<file path="config.mk">
export PLATFORM = sky130hd
export DESIGN_NAME = clk_ratio_detector
export DESIGN_NICKNAME = d
export VERILOG_FILES = /design/src/rtl/clk_ratio_pkg.sv /design/src/rtl/sync_edge_detect.sv /design/src/rtl/clk_ratio_detector.sv
export SDC_FILE = /design/constraint.sdc
export NUM_CORES = 1
export LEC_CHECK = 0
export CORE_UTILIZATION = 55
export CTS_BUF_LIST = sky130_fd_sc_hd__clkbuf_8
export DETAILED_ROUTE_END_ITERATION = 7
export GPL_TIMING_DRIVEN = 0
export PLACE_DENSITY = 0.78
export REMOVE_ABC_BUFFERS = 1
export SLEW_MARGIN = 25
export SYNTH_ARGS = -nofsm -noshare
export SYNTH_HDL_FRONTEND = slang
export SYNTH_SLANG_ARGS = --single-unit
</file>
<file path="constraint.sdc">
create_clock -name clock -period 2.63 [get_ports clock]
set_input_delay 0.3945 -clock clock [delete_from_list [all_inputs] [get_ports clock]]
set_output_delay 0.3945 -clock clock [all_outputs]
set_load 0.03 [all_outputs]
</file>
<file path="src/rtl/clk_ratio_pkg.sv">
// Shared types and default constants for the divided-clock ratio detector.
// No ports; imported by clk_ratio_detector and sync_edge_detect.
package clk_ratio_pkg;

  localparam int unsigned RATIO_W_DEF     = 8;
  localparam int unsigned MAX_RATIO_DEF   = 255;
  localparam int unsigned LOCK_CNT_DEF    = 4;
  localparam int unsigned SYNC_STAGES_DEF = 2;

  typedef logic [RATIO_W_DEF-1:0] ratio_t;

  typedef enum logic [1:0] {
    IDLE,
    WAIT_EDGE,
    MEASURE,
    LOCKED
  } ratio_state_e;

endpackage

</file>
<file path="src/rtl/sync_edge_detect.sv">
// Brings an asynchronous level into the clock domain through SYNC_STAGES
// flops and emits a registered one-cycle pulse on each synchronized rising
// edge. The pulse appears SYNC_STAGES+1 cycles after the input rises.
// Ports:
//   clock      in   system clock
//   reset_n    in   asynchronous active-low reset
//   async_in   in   asynchronous input level
//   rise_pulse out  one-cycle pulse per rising edge of async_in
module sync_edge_detect
  import clk_ratio_pkg::*;
#(
  parameter int unsigned SYNC_STAGES = SYNC_STAGES_DEF
) (
  input  logic clock,
  input  logic reset_n,
  input  logic async_in,
  output logic rise_pulse
);

  logic [SYNC_STAGES-1:0] sync_q;
  logic                   last_q;

  always_ff @(posedge clock or negedge reset_n) begin
    if (!reset_n) begin
      sync_q     <= '0;
      last_q     <= 1'b0;
      rise_pulse <= 1'b0;
    end else begin
      sync_q     <= {sync_q[SYNC_STAGES-2:0], async_in};
      last_q     <= sync_q[SYNC_STAGES-1];
      rise_pulse <= sync_q[SYNC_STAGES-1] & ~last_q;
    end
  end

endmodule

</file>
<file path="src/rtl/clk_ratio_detector.sv">
// Measures the period of a divided clock in system-clock cycles, reports it
// as an integer ratio, asserts lock after LOCK_CNT identical measurements,
// and flags timeouts and lock loss.
// Ports:
//   clock        in   system clock (rising edge)
//   reset_n      in   asynchronous active-low reset
//   enable       in   measurement enable
//   div_clk_in   in   divided clock under test (asynchronous)
//   clr_err      in   one-cycle pulse clearing err
//   ratio        out  last measured period in clock cycles
//   ratio_valid  out  one-cycle pulse when ratio updates
//   locked       out  ratio stable for LOCK_CNT measurements
//   timeout      out  no edge seen within MAX_RATIO cycles
//   err          out  sticky lock-lost / timeout flag
module clk_ratio_detector
  import clk_ratio_pkg::*;
#(
  parameter int unsigned RATIO_W     = RATIO_W_DEF,
  parameter int unsigned MAX_RATIO   = MAX_RATIO_DEF,
  parameter int unsigned LOCK_CNT    = LOCK_CNT_DEF,
  parameter int unsigned SYNC_STAGES = SYNC_STAGES_DEF
) (
  input  logic               clock,
  input  logic               reset_n,
  input  logic               enable,
  input  logic               div_clk_in,
  input  logic               clr_err,
  output logic [RATIO_W-1:0] ratio,
  output logic               ratio_valid,
  output logic               locked,
  output logic               timeout,
  output logic               err
);

  localparam int unsigned        MATCH_W    = $clog2(LOCK_CNT + 1);
  localparam logic [RATIO_W-1:0] CNT_MAX    = RATIO_W'(MAX_RATIO);
  localparam logic [RATIO_W-1:0] CNT_LAST   = RATIO_W'(MAX_RATIO - 1);
  localparam logic [MATCH_W-1:0] MATCH_LOCK = MATCH_W'(LOCK_CNT);

  ratio_state_e       state_q, state_d;
  logic [RATIO_W-1:0] cnt_q, cnt_d;
  logic [RATIO_W-1:0] prev_q, prev_d;
  logic [MATCH_W-1:0] match_q, match_d;
  logic [RATIO_W-1:0] ratio_d;
  logic               valid_d, locked_d, timeout_d, set_err;
  logic               edge_pulse;
  logic [RATIO_W-1:0] period;
  logic               to_hit;

  sync_edge_detect #(
    .SYNC_STAGES(SYNC_STAGES)
  ) u_sync (
    .clock     (clock),
    .reset_n   (reset_n),
    .async_in  (div_clk_in),
    .rise_pulse(edge_pulse)
  );

  assign period = cnt_q + RATIO_W'(1);
  // Fires once: the period would pass MAX_RATIO if no edge arrives this cycle.
  // An edge in the same cycle takes priority.
  assign to_hit = ~edge_pulse & (cnt_q == CNT_LAST);

  always_comb begin
    state_d   = state_q;
    cnt_d     = cnt_q;
    prev_d    = prev_q;
    match_d   = match_q;
    ratio_d   = ratio;
    valid_d   = 1'b0;
    locked_d  = locked;
    timeout_d = timeout;
    set_err   = 1'b0;

    if (edge_pulse) begin
      cnt_d     = '0;
      timeout_d = 1'b0;
    end else if (cnt_q != CNT_MAX) begin
      cnt_d = cnt_q + RATIO_W'(1);
    end

    case (state_q)
      IDLE: begin
        cnt_d     = '0;
        prev_d    = '0;
        match_d   = '0;
        ratio_d   = '0;
        locked_d  = 1'b0;
        timeout_d = 1'b0;
        state_d   = WAIT_EDGE;
      end
      WAIT_EDGE: begin
        if (edge_pulse) begin
          state_d = MEASURE;
          match_d = '0;
          prev_d  = '0;
        end else if (to_hit) begin
          timeout_d = 1'b1;
          set_err   = 1'b1;
        end
      end
      MEASURE: begin
        if (edge_pulse) begin
          ratio_d = period;
          valid_d = 1'b1;
          if (period == prev_q) begin
            match_d = match_q + MATCH_W'(1);
          end else begin
            match_d = MATCH_W'(1);
            prev_d  = period;
          end
          if (match_d == MATCH_LOCK) begin
            state_d  = LOCKED;
            locked_d = 1'b1;
          end
        end else if (to_hit) begin
          state_d   = WAIT_EDGE;
          match_d   = '0;
          timeout_d = 1'b1;
          set_err   = 1'b1;
        end
      end
      LOCKED: begin
        if (edge_pulse) begin
          valid_d = 1'b1;
          if (period != ratio) begin
            ratio_d  = period;
            locked_d = 1'b0;
            set_err  = 1'b1;
            state_d  = MEASURE;
            match_d  = MATCH_W'(1);
            prev_d   = period;
          end
        end else if (to_hit) begin
          state_d   = WAIT_EDGE;
          match_d   = '0;
          locked_d  = 1'b0;
          timeout_d = 1'b1;
          set_err   = 1'b1;
        end
      end
      default: state_d = IDLE;
    endcase

    // Disable overrides everything except the sticky error flag.
    if (!enable) begin
      state_d   = IDLE;
      cnt_d     = '0;
      prev_d    = '0;
      match_d   = '0;
      ratio_d   = '0;
      valid_d   = 1'b0;
      locked_d  = 1'b0;
      timeout_d = 1'b0;
      set_err   = 1'b0;
    end
  end

  always_ff @(posedge clock or negedge reset_n) begin
    if (!reset_n) begin
      state_q     <= IDLE;
      cnt_q       <= '0;
      prev_q      <= '0;
      match_q     <= '0;
      ratio       <= '0;
      ratio_valid <= 1'b0;
      locked      <= 1'b0;
      timeout     <= 1'b0;
      err         <= 1'b0;
    end else begin
      state_q     <= state_d;
      cnt_q       <= cnt_d;
      prev_q      <= prev_d;
      match_q     <= match_d;
      ratio       <= ratio_d;
      ratio_valid <= valid_d;
      locked      <= locked_d;
      timeout     <= timeout_d;
      // A new error event beats a simultaneous clear.
      err         <= set_err | (err & ~clr_err);
    end
  end

endmodule
</file>
After elaboration in Yosys (flattened, before gate mapping)
Index checks and enable logic that the tools add are counted.
Word-level totals
  bits of input ports: 5
  register bits: 37
Operators by class
  equality and inequality tests: 19
  bitwise operators: 7
  mux-type cells: 53
  reductions and logical operators: 9
  add/subtract/negate cells: 2
Operators by type and width (number)
  two-way mux 8 bit: 12
  case mux 8 bit (4 select lines): 1
  two-way mux 3 bit: 9
  case mux 8 bit (3 select lines): 1
  two-way mux 1 bit: 18
  two-way mux 2 bit: 7
  case mux 3 bit (4 select lines): 1
  AND reduction 5 bit: 2
  != test 3 x 2 -> 1 bit, second input constant: 3
  != test 3 bit, second input constant: 3
  adder 8 x 1 -> 8 bit, second input constant: 1
  equality test 8 bit: 1
  equality test 8 bit, second input constant: 1
  != test 4 x 1 -> 1 bit, second input constant: 2
  != test 4 bit, second input constant: 2
  != test 8 bit: 1
  != test 8 bit, second input constant: 1
  case mux 2 bit (4 select lines): 1
  equality test 2 bit, second input constant: 2
  != test 4 x 3 -> 1 bit, second input constant: 1
  case mux 1 bit (2 select lines): 2
  AND reduction 4 bit: 1
  OR reduction 2 bit: 2
  adder 3 x 1 -> 3 bit, second input constant: 1
  10 further kinds: 14

Logic depth before layout (Yosys ltp)
Gate-level depths: netlist of the first run.
  depth after elaboration: 10
  mapped depth: 10

Hierarchy
A second synthesis of the first run with hierarchy kept.
Unflattened totals
  cell total of the unflattened synthesis: 204
  area, all modules: 2148.3 sq um
Modules (own cells, without submodules)
  clk_ratio_detector: instances 1, cells each 199, area each 2034.5 sq um
  sync_edge_detect: instances 1, cells each 5, area each 113.9 sq um

Worst setup path after synthesis of the first run
No wires, ideal clock.
  kind: flip-flop to flip-flop
  start: register cnt_q[1]
  end: register ratio[0]
  buffers on the path: 2
  stages on the path, launching flop included: 11
  arrival: 2.351 ns
  path slack: 0.154 ns
  cell sequence: dfrtp_1 > ha_1 > buf_2 > nand3_2 > a211oi_1 > nor3_1 > nor4_4 > nand4_4 > a31o_1 > buf_6 > mux2_4
Between the ends
  word-level cells in the longest chain between the ends: 4
RTL lines
  start, declared: RTL line clk_ratio_detector.sv:41  | logic [RATIO_W-1:0] cnt_q, cnt_d;
  start signal, assigned: RTL line clk_ratio_detector.sv:172  | cnt_q <= cnt_d;
  adder 8 x 1 -> 8 bit: RTL line clk_ratio_detector.sv:59  | assign period = cnt_q + RATIO_W'(1);
  != test 8 bit: RTL line clk_ratio_detector.sv:126  | if (period != ratio) begin
  != test 3 bit (no line)
  AND reduction 4 bit (no line)
  end signal, assigned: RTL line clk_ratio_detector.sv:175  | ratio <= ratio_d;
  end, declared: RTL line clk_ratio_detector.sv:28  | output logic [RATIO_W-1:0] ratio,
No other way between the ends.
A chain may end at the register's enable or synchronous reset.

Worst setup path in the final report of the first run
  start: register cnt_q[3]
  end: register ratio[0]
Same word-level chain as after synthesis.

==> metrics.json, run 1 <==
{
  "yosys-mux-area-fraction_pct": 6.42,
  "clk_transition_reported_paths_ns": 0.08,
  "post_drt_wl_per_cell_um": 17.6,
  "detail_route.drc_violations": 0,
  "synth_edf_count": 0,
  "setup_tns_ns": 0,
  "floorplan.die_area_um2": 4550,
  "syn2layout_area_growth_pct": 15.6,
  "floorplan.initialDensity_pct": 58.1,
  "die-height_um": 67.5,
  "grtUsageTotal_pct": 26.3,
  "number_of_sinks_driven_by_the_clock_tree": 37,
  "viasPerCell": 6.10,
  "nets": 274,
  "synth-compound-area-share_pct": 15.4,
  "asyncSetResetFlopFracSynth_pct": 100,
  "first_global_vias": 1754,
  "post-dp-hpwl_mm": 3.60,
  "grt_pass1_wl_mm": 8.67,
  "cts.htree.levels": 2,
  "n_antenna_cell": 0,
  "insertion_delay_ns": 0.30,
  "worst_r2r_path_depth": 7,
  "rrSetupSlack_ns": 0.13,
  "final_cell_area_um2": 2730,
  "synth-simple-area-share_pct": 20.4,
  "root_buffer": "clkbuf_8",
  "timing.critical_path.arrival_ns": 2.68,
  "layout.area.seq_um2": 931,
  "synth_top_family_by_area": "simple AND/OR/NAND/NOR gates",
  "ant_nets": 0,
  "timing.rr.start": "cnt_q[3]",
  "max-vdd-ir-drop_uv": 356,
  "synthDominantCellAreaShare_pct": 39.3,
  "power.density_cell_area_nw_per_um2": 619,
  "routed_wirelength_mm": 5.51,
  "fill_cells": 327,
  "hold_violations": 0,
  "max_freq_ghz": 0.400,
  "yosys_warnings": 0,
  "post_synth_main_area_contributors": "dfrtp_1, xor2_1, mux2_4",
  "routed-via-count": 1909,
  "setup_viol": 0,
  "postPlaceCellArea_um2": 2520,
  "cts-root-to-sink-buffers": 2,
  "finalClockSkew_ns": 0.00968,
  "timing.setup.critical_path_class": "flip-flop to flip-flop",
  "cts_made_buffers": 5,
  "drt_first_iter_violations": 156,
  "start_kind": "flip-flop",
  "crit_path_max_fanout": 8,
  "synth_seq_cells": 37,
  "globalRoute.totalOverflow": 0,
  "routabilityCongestion": 0.891,
  "synthesis.instances": 246,
  "grt_antenna_before_repair": 0,
  "timing.slew.headroom_pct": 42.0,
  "place.port_buffers": 16,
  "synth.yosys.seq_area_share_pct": 39.3,
  "synth_largest_area_cell": "dfrtp_1",
  "multi_input_area_um2": 1370,
  "placement_rows": 23,
  "timing.max_cap.violations": 0,
  "critical_path_required_ns": 2.81,
  "end_kind": "flip-flop",
  "timing.hold.worst.class": "input port to asynchronous set/reset pin",
  "p_leak_nw": 1.22,
  "ys.flop_type": "dfrtp_1",
  "adder_cell_fraction_of_synth_area_pct": 3.72,
  "chipWidth_um": 67.5,
  "worst-slew-pin-transition_ns": 0.864,
  "synth.avg_cell_area_um2": 9.58,
  "synthesis.area_um2": 2360,
  "run_status": "completed",
  "maxSlewViolCount": 0,
  "floorplan.core_area_um2": 4060,
  "finalWorstPathRequiredPeriod_ns": 2.50,
  "cts_tree": "done",
  "pin_count": 17,
  "worst_r2r_endpoint": "ratio[0]",
  "yosys.area_share.xor_xnor_pct": 8.92,
  "finalCritPeriodShare_pct": 95.0,
  "post_route_cells_drive_above_1_share_pct": 18.6,
  "yosysUniqueCellTypes": 47,
  "grt_max_degree": 22,
  "dr.pass1.iters": 4
}
==> kinds of logic after synthesis <==
kind of cell	Yosys count
buffers and inverters	29
xor gates and xnor gates	24
adders and majority gates	7
AOI/OAI and AO/OA	53
DFF	37
and+or+nand+nor	85
muxes	11
==> placed cells by master (no fill, tap or decap), drive strengths merged, types with 3 or more instances in the layout <==
| cell | instances |
|---|---|
| dfrtp | 37 |
| nor2 | 19 |
| inv | 16 |
| clkdlybuf4s50 | 15 |
| xor2 | 14 |
| and3 | 12 |
| nand2 | 12 |
| a21oi | 11 |
| nor3 | 11 |
| xnor2 | 10 |
| mux2 | 9 |
| nand3 | 9 |
| o21ai | 8 |
| a31o | 8 |
| buf | 8 |
| ha | 7 |
| nand4 | 6 |
| nor2b | 5 |
| clkbuf | 5 |
| a211oi | 5 |
| or3 | 4 |
| o21a | 3 |
| o211ai | 3 |
| o31ai | 3 |
==> how the worst max path moves through the flow <==
stage                        start    endpoint  slack (ns)  cells past startpoint
after floorplan           cnt_q[0]    ratio[2]       -0.01                      8
after global placement    cnt_q[0]    ratio[7]       -0.47                      8
after detailed placement  cnt_q[0]    ratio[4]       -0.51                      8
after CTS                 cnt_q[0]  match_q[0]        0.01                     11
after global routing      cnt_q[4]    ratio[1]      -0.008                      7
final                     cnt_q[3]    ratio[0]        0.13                      7
==> what timing repair did <==
action                                 4_1_cts  5_1_grt
cloned                                       0        0
buffers inserted                             3        3
gates resized for setup                      9        7
setup endpoints to repair                   21       20
endpoints found under the hold margin        0        0
hold buffers                                 0        0
pin swaps                                    3        4
==> per-layer routing <==
metal  track usage, %  part of all wire [%]  up-vias
li1                 -                     -      909
met1             34.6                    44      933
met2             41.2                    49       55
met3             5.91                   4.8       12
met4             11.4                   2.5        0
met5                0                     0        -
==> critical path, stage by stage (launching register included) <==
cell and delay (ns):
dfrtp_2 0.49, and4_4 0.30, nand2_4 0.08, mux2_4 0.34, nor4_4 0.40, nand4_4 0.14
a31o_4 0.32, mux2_4 0.32
==> flip-flops by register name, indices dropped and copies added (netlist names) <==
signal,flops
u_sync.last_q,1
u_sync.rise_pulse,1
state_q,2
u_sync.sync_q,2
prev_q,8
cnt_q,8
locked,1
match_q,3
timeout,1
err,1
ratio,8
ratio_valid,1
==> report_power, final <==
| group | total [mW] | leakage, nW | internal [mW] | switching, mW |
|---|---|---|---|---|
| clock | 0.389 | 0.0491 | 0.180 | 0.209 |
| combinational | 0.650 | 0.676 | 0.274 | 0.376 |
| sequential | 0.648 | 0.500 | 0.604 | 0.0438 |
| total | 1.69 | 1.22 | 1.06 | 0.629 |
==> metrics by stage <==
step | instances | total power, mW | hold slack (ns) | utilization, % | worst slack (ns)
finish | 313 | 1.69 | 0.0282 | 67.2 | 0.131
global route | 313 | 1.77 | 0.0649 | 67.2 | -0.00792
CTS | 310 | 1.66 | 0.0314 | 65.8 | 0.0120
detailed placement | 299 | 1.21 | 0.338 | 62.1 | -0.514
global placement | 298 | 1.19 | 0.338 | 61.6 | -0.469
floorplan | 232 | 1.05 | 0.0989 | - | -0.0111
==> cell type report <==
class                   instances  share of cell area [%]
multi-input cells             180                    50.1
inverters                      15                    2.07
clock buffers                   5                    2.53
well taps                      50                    2.30
flip-flops and latches         37                    34.2
repair buffers                 23                    8.36
clock inverters                 3                   0.505
==> cell usage after synthesis, types with 2 or more instances <==
cell	n
or3_1	4
o211ai_1	3
a311oi_1	2
buf_6	2
nor3_1	11
inv_1	15
buf_2	2
xnor2_1	10
a31o_2	7
o21a_1	3
o21ai_0	7
dfrtp_1	37
and3_1	12
o31ai_1	3
a31oi_1	2
xor2_1	14
mux2_4	8
nand4_1	5
clkbuf_1	7
nand3_1	8
buf_4	3
a211oi_1	5
nand3b_1	2
nand2_1	11
a21oi_1	11
mux2i_1	2
ha_1	7
nor2_1	19
nor2b_1	5
o22ai_1	2
No activity file was read; power rests on OpenSTA's default activity.
==> run 2, diff against run 1 <==
- GPL_TIMING_DRIVEN: 0 -> 1
- MAX_ROUTING_LAYER: not set -> met4
- SETUP_SLACK_MARGIN: not set -> 0.4
==> metrics.json, run 2 (synthesized netlist as in run 1, its figures left out) <==
{
  "start_kind": "flip-flop",
  "post-dp-hpwl": {"value": 4.07, "unit": "mm", "change": "+13%"},
  "worst_r2r_path_depth": {"value": 9, "change": "+2"},
  "maxSlewViolCount": {"value": 0, "change": "unchanged"},
  "holdBufCountCts": {"value": 0, "change": "unchanged"},
  "timing.setup.critical_path_class": "flip-flop to flip-flop",
  "clk_transition_reported_paths": {"value": 0.08, "unit": "ns", "change": "about the same"},
  "hold-worst-slack": {"value": 0.184, "unit": "ns", "change": "+0.156 ns"},
  "viasPerCell": {"value": 5.97, "change": "-2.1%"},
  "final_cell_area": {"value": 2890, "unit": "µm²", "change": "+5.9%"},
  "first_global_vias": {"value": 1980, "change": "+13%"},
  "n_antenna_cell": {"value": 0, "change": "unchanged"},
  "cts_made_buffers": {"value": 5, "change": "unchanged"},
  "dpl.cell_count": {"value": 313, "change": "+4.7%"},
  "insertion_delay": {"value": 0.30, "unit": "ns", "change": "about the same"},
  "setup_viol": {"value": 0, "change": "unchanged"},
  "grtUsageTotal": {"value": 30.3, "unit": "%", "change": "+4.0 points"},
  "crit_path_max_fanout": {"value": 8, "change": "unchanged"},
  "timing.critical_path.arrival": {"value": 2.63, "unit": "ns", "change": "-0.05 ns"},
  "grt_max_degree": {"value": 38, "change": "+73%"},
  "run_status": "completed",
  "floorplan.initialDensity": {"value": 58.1, "unit": "%", "change": "unchanged"},
  "place.port_buffers": {"value": 16, "change": "unchanged"},
  "die-height": {"value": 67.5, "unit": "µm", "change": "unchanged"},
  "placement_rows": {"value": 23, "change": "unchanged"},
  "timing.hold.worst.class": "input port to asynchronous set/reset pin",
  "nets": {"value": 288, "change": "+5.1%"},
  "reg.largest.list": "cnt_q x8, prev_q x8, ratio x8",
  "p_leak": {"value": 1.29, "unit": "nW", "change": "+5.0%"},
  "timing.slew.headroom": {"value": 45.9, "unit": "%", "change": "+3.8 points"},
  "grt_antenna_before_repair": {"value": 0, "change": "unchanged"},
  "max-vdd-ir-drop": {"value": 412, "unit": "µV", "change": "+15%"},
  "finalWorstPathRequiredPeriod": {"value": 2.43, "unit": "ns", "change": "-0.0658 ns"},
  "finalCritPeriodShare": {"value": 92.5, "unit": "%", "change": "-2.5 points"},
  "dr.pass1.iters": {"value": 5, "change": "+1"},
  "routed_wirelength": {"value": 5.91, "unit": "mm", "change": "+7.3%"},
  "cts.htree.levels": {"value": 2, "change": "unchanged"},
  "floorplan.core_area": {"value": 4060, "unit": "µm²", "change": "unchanged"},
  "post_drt_wl_per_cell": {"value": 18.1, "unit": "µm", "change": "+2.7%"},
  "cts-root-to-sink-buffers": {"value": 2, "change": "unchanged"},
  "postPlaceCellArea": {"value": 2610, "unit": "µm²", "change": "+3.4%"},
  "layout_common_cells": "dfrtp_1, buf_4, nor2_1",
  "grt_setup_unrepaired": "yes",
  "floorplan.die_area": {"value": 4550, "unit": "µm²", "change": "unchanged"},
  "power.density_cell_area": {"value": 592, "unit": "nW/µm²", "change": "-4.3%"},
  "post_route_cells_drive_above_1_share": {"value": 26.7, "unit": "%", "change": "+8.1 points"},
  "routed-via-count": {"value": 1952, "change": "+2.3%"},
  "max_freq": {"value": 0.411, "unit": "GHz", "change": "+2.7%"},
  "hold_violations": {"value": 0, "change": "unchanged"},
  "syn2layout_area_growth_pct": 22.4,
  "fin_cells": {"value": 327, "change": "+4.5%"},
  "drt_first_iter_violations": {"value": 164, "change": "+5.1%"},
  "pin_count": {"value": 17, "change": "unchanged"},
  "ant_nets": {"value": 0, "change": "unchanged"},
  "fill_cells": {"value": 276, "change": "-16%"},
  "critical_path_required": {"value": 2.83, "unit": "ns", "change": "+0.02 ns"},
  "routabilityCongestion": {"value": 0.904, "change": "+1.5%"},
  "grt_pass1_wl": {"value": 9.56, "unit": "mm", "change": "+10%"},
  "root_buffer": "clkbuf_8",
  "chipWidth": {"value": 67.5, "unit": "µm", "change": "unchanged"},
  "end_kind": "flip-flop",
  "utilization": {"value": 71.1, "unit": "%", "change": "+3.9 points"},
  "mostFrequentLayoutCell": "dfrtp_1",
  "finalPower": {"value": 1.71, "unit": "mW", "change": "+1.3%"},
  "finalClockSkew": {"value": 0.00780, "unit": "ns", "change": "-0.00188 ns"},
  "worst-slew-pin-transition": {"value": 0.812, "unit": "ns", "change": "-0.0518 ns"},
  "timing.max_cap.violations": {"value": 0, "change": "unchanged"},
  "globalRoute.totalOverflow": {"value": 0, "change": "unchanged"},
  "cts_tree": "done",
  "number_of_sinks_driven_by_the_clock_tree": {"value": 37, "change": "unchanged"},
  "detail_route.drc_violations": {"value": 0, "change": "unchanged"}
}
run 2: cell types whose count changed in the layout (fill, tap and decap cells not counted), sizes merged:
| cell | change |
|---|---|
| buf | +14 |
run 2: final cells by class:
| type | instances | area [µm²] | share of cell area, % |
|---|---|---|---|
| clock inverter | 3 | 13.8 | 0.477 |
| inverter | 15 | 56.3 | 1.95 |
| timing repair buffer | 37 | 317 | 11.0 |
| multi-input combinational | 180 | 1440 | 49.9 |
| tap | 50 | 62.6 | 2.17 |
| clock buffer | 5 | 68.8 | 2.39 |
| sequential | 37 | 928 | 32.2 |
run 2: path summary, 6_finish.rpt:
kind | from | to | slack, ns
setup / recovery | cnt_q[1] | prev_q[4] | 0.20
hold / removal | reset_n | ratio[6] | 0.18
setup reg to reg | cnt_q[1] | prev_q[4] | 0.20
hold reg to reg | u_sync.sync_q[0] | u_sync.sync_q[1] | 0.37
max in group asynchronous | reset_n | cnt_q[2] | 1.89
min in group clock | u_sync.sync_q[0] | u_sync.sync_q[1] | 0.37
run 2: critical path, cell delays in order (launching register included):
cell and delay [ns]:
dfrtp_2 0.46, ha_2 0.21, nand3_4 0.10, buf_6 0.13
o211ai_1 0.12, a311oi_1 0.29, o211ai_1 0.18, o32a_4 0.45
and3_4 0.18, a31o_2 0.20
run 2: stage by stage:
stage                     setup slack, ns  TNS [ns]
after floorplan                   -0.0111   -0.0775
after global placement             0.0565         0
after detailed placement           0.0149         0
after CTS                           0.220         0
after global routing                0.105         0
final                               0.196         0
run 2: layer usage:
metal / wire [µm] / track usage, % / vias up
met3: 390 / 6.93 / 15
met4: 143 / 16.8 / 0
met1: 2580 / 38.8 / 937
met2: 2800 / 43.8 / 66
met5: 0 / - / -
li1: - / - / 934
run 2: where the power goes:
| group | internal, mW | leakage, nW | switching [mW] |
|---|---|---|---|
| clock network | 0.180 | 0.0491 | 0.207 |
| registers | 0.603 | 0.503 | 0.0392 |
| logic | 0.292 | 0.734 | 0.389 |
| total | 1.07 | 1.29 | 0.635 |
run 2: timing repair:
action	CTS	global route
endpoints found under the setup margin	22	23
setup buffers	5	1
gates resized for setup	25	6
pin swaps	14	5
==> run 3, diff against run 2 <==
- CAP_MARGIN: not set -> 20
- CTS_CLUSTER_DIAMETER: not set -> 80
==> results of run 3 <==
Final layout, timing and power as in run 2 (identical DEF).
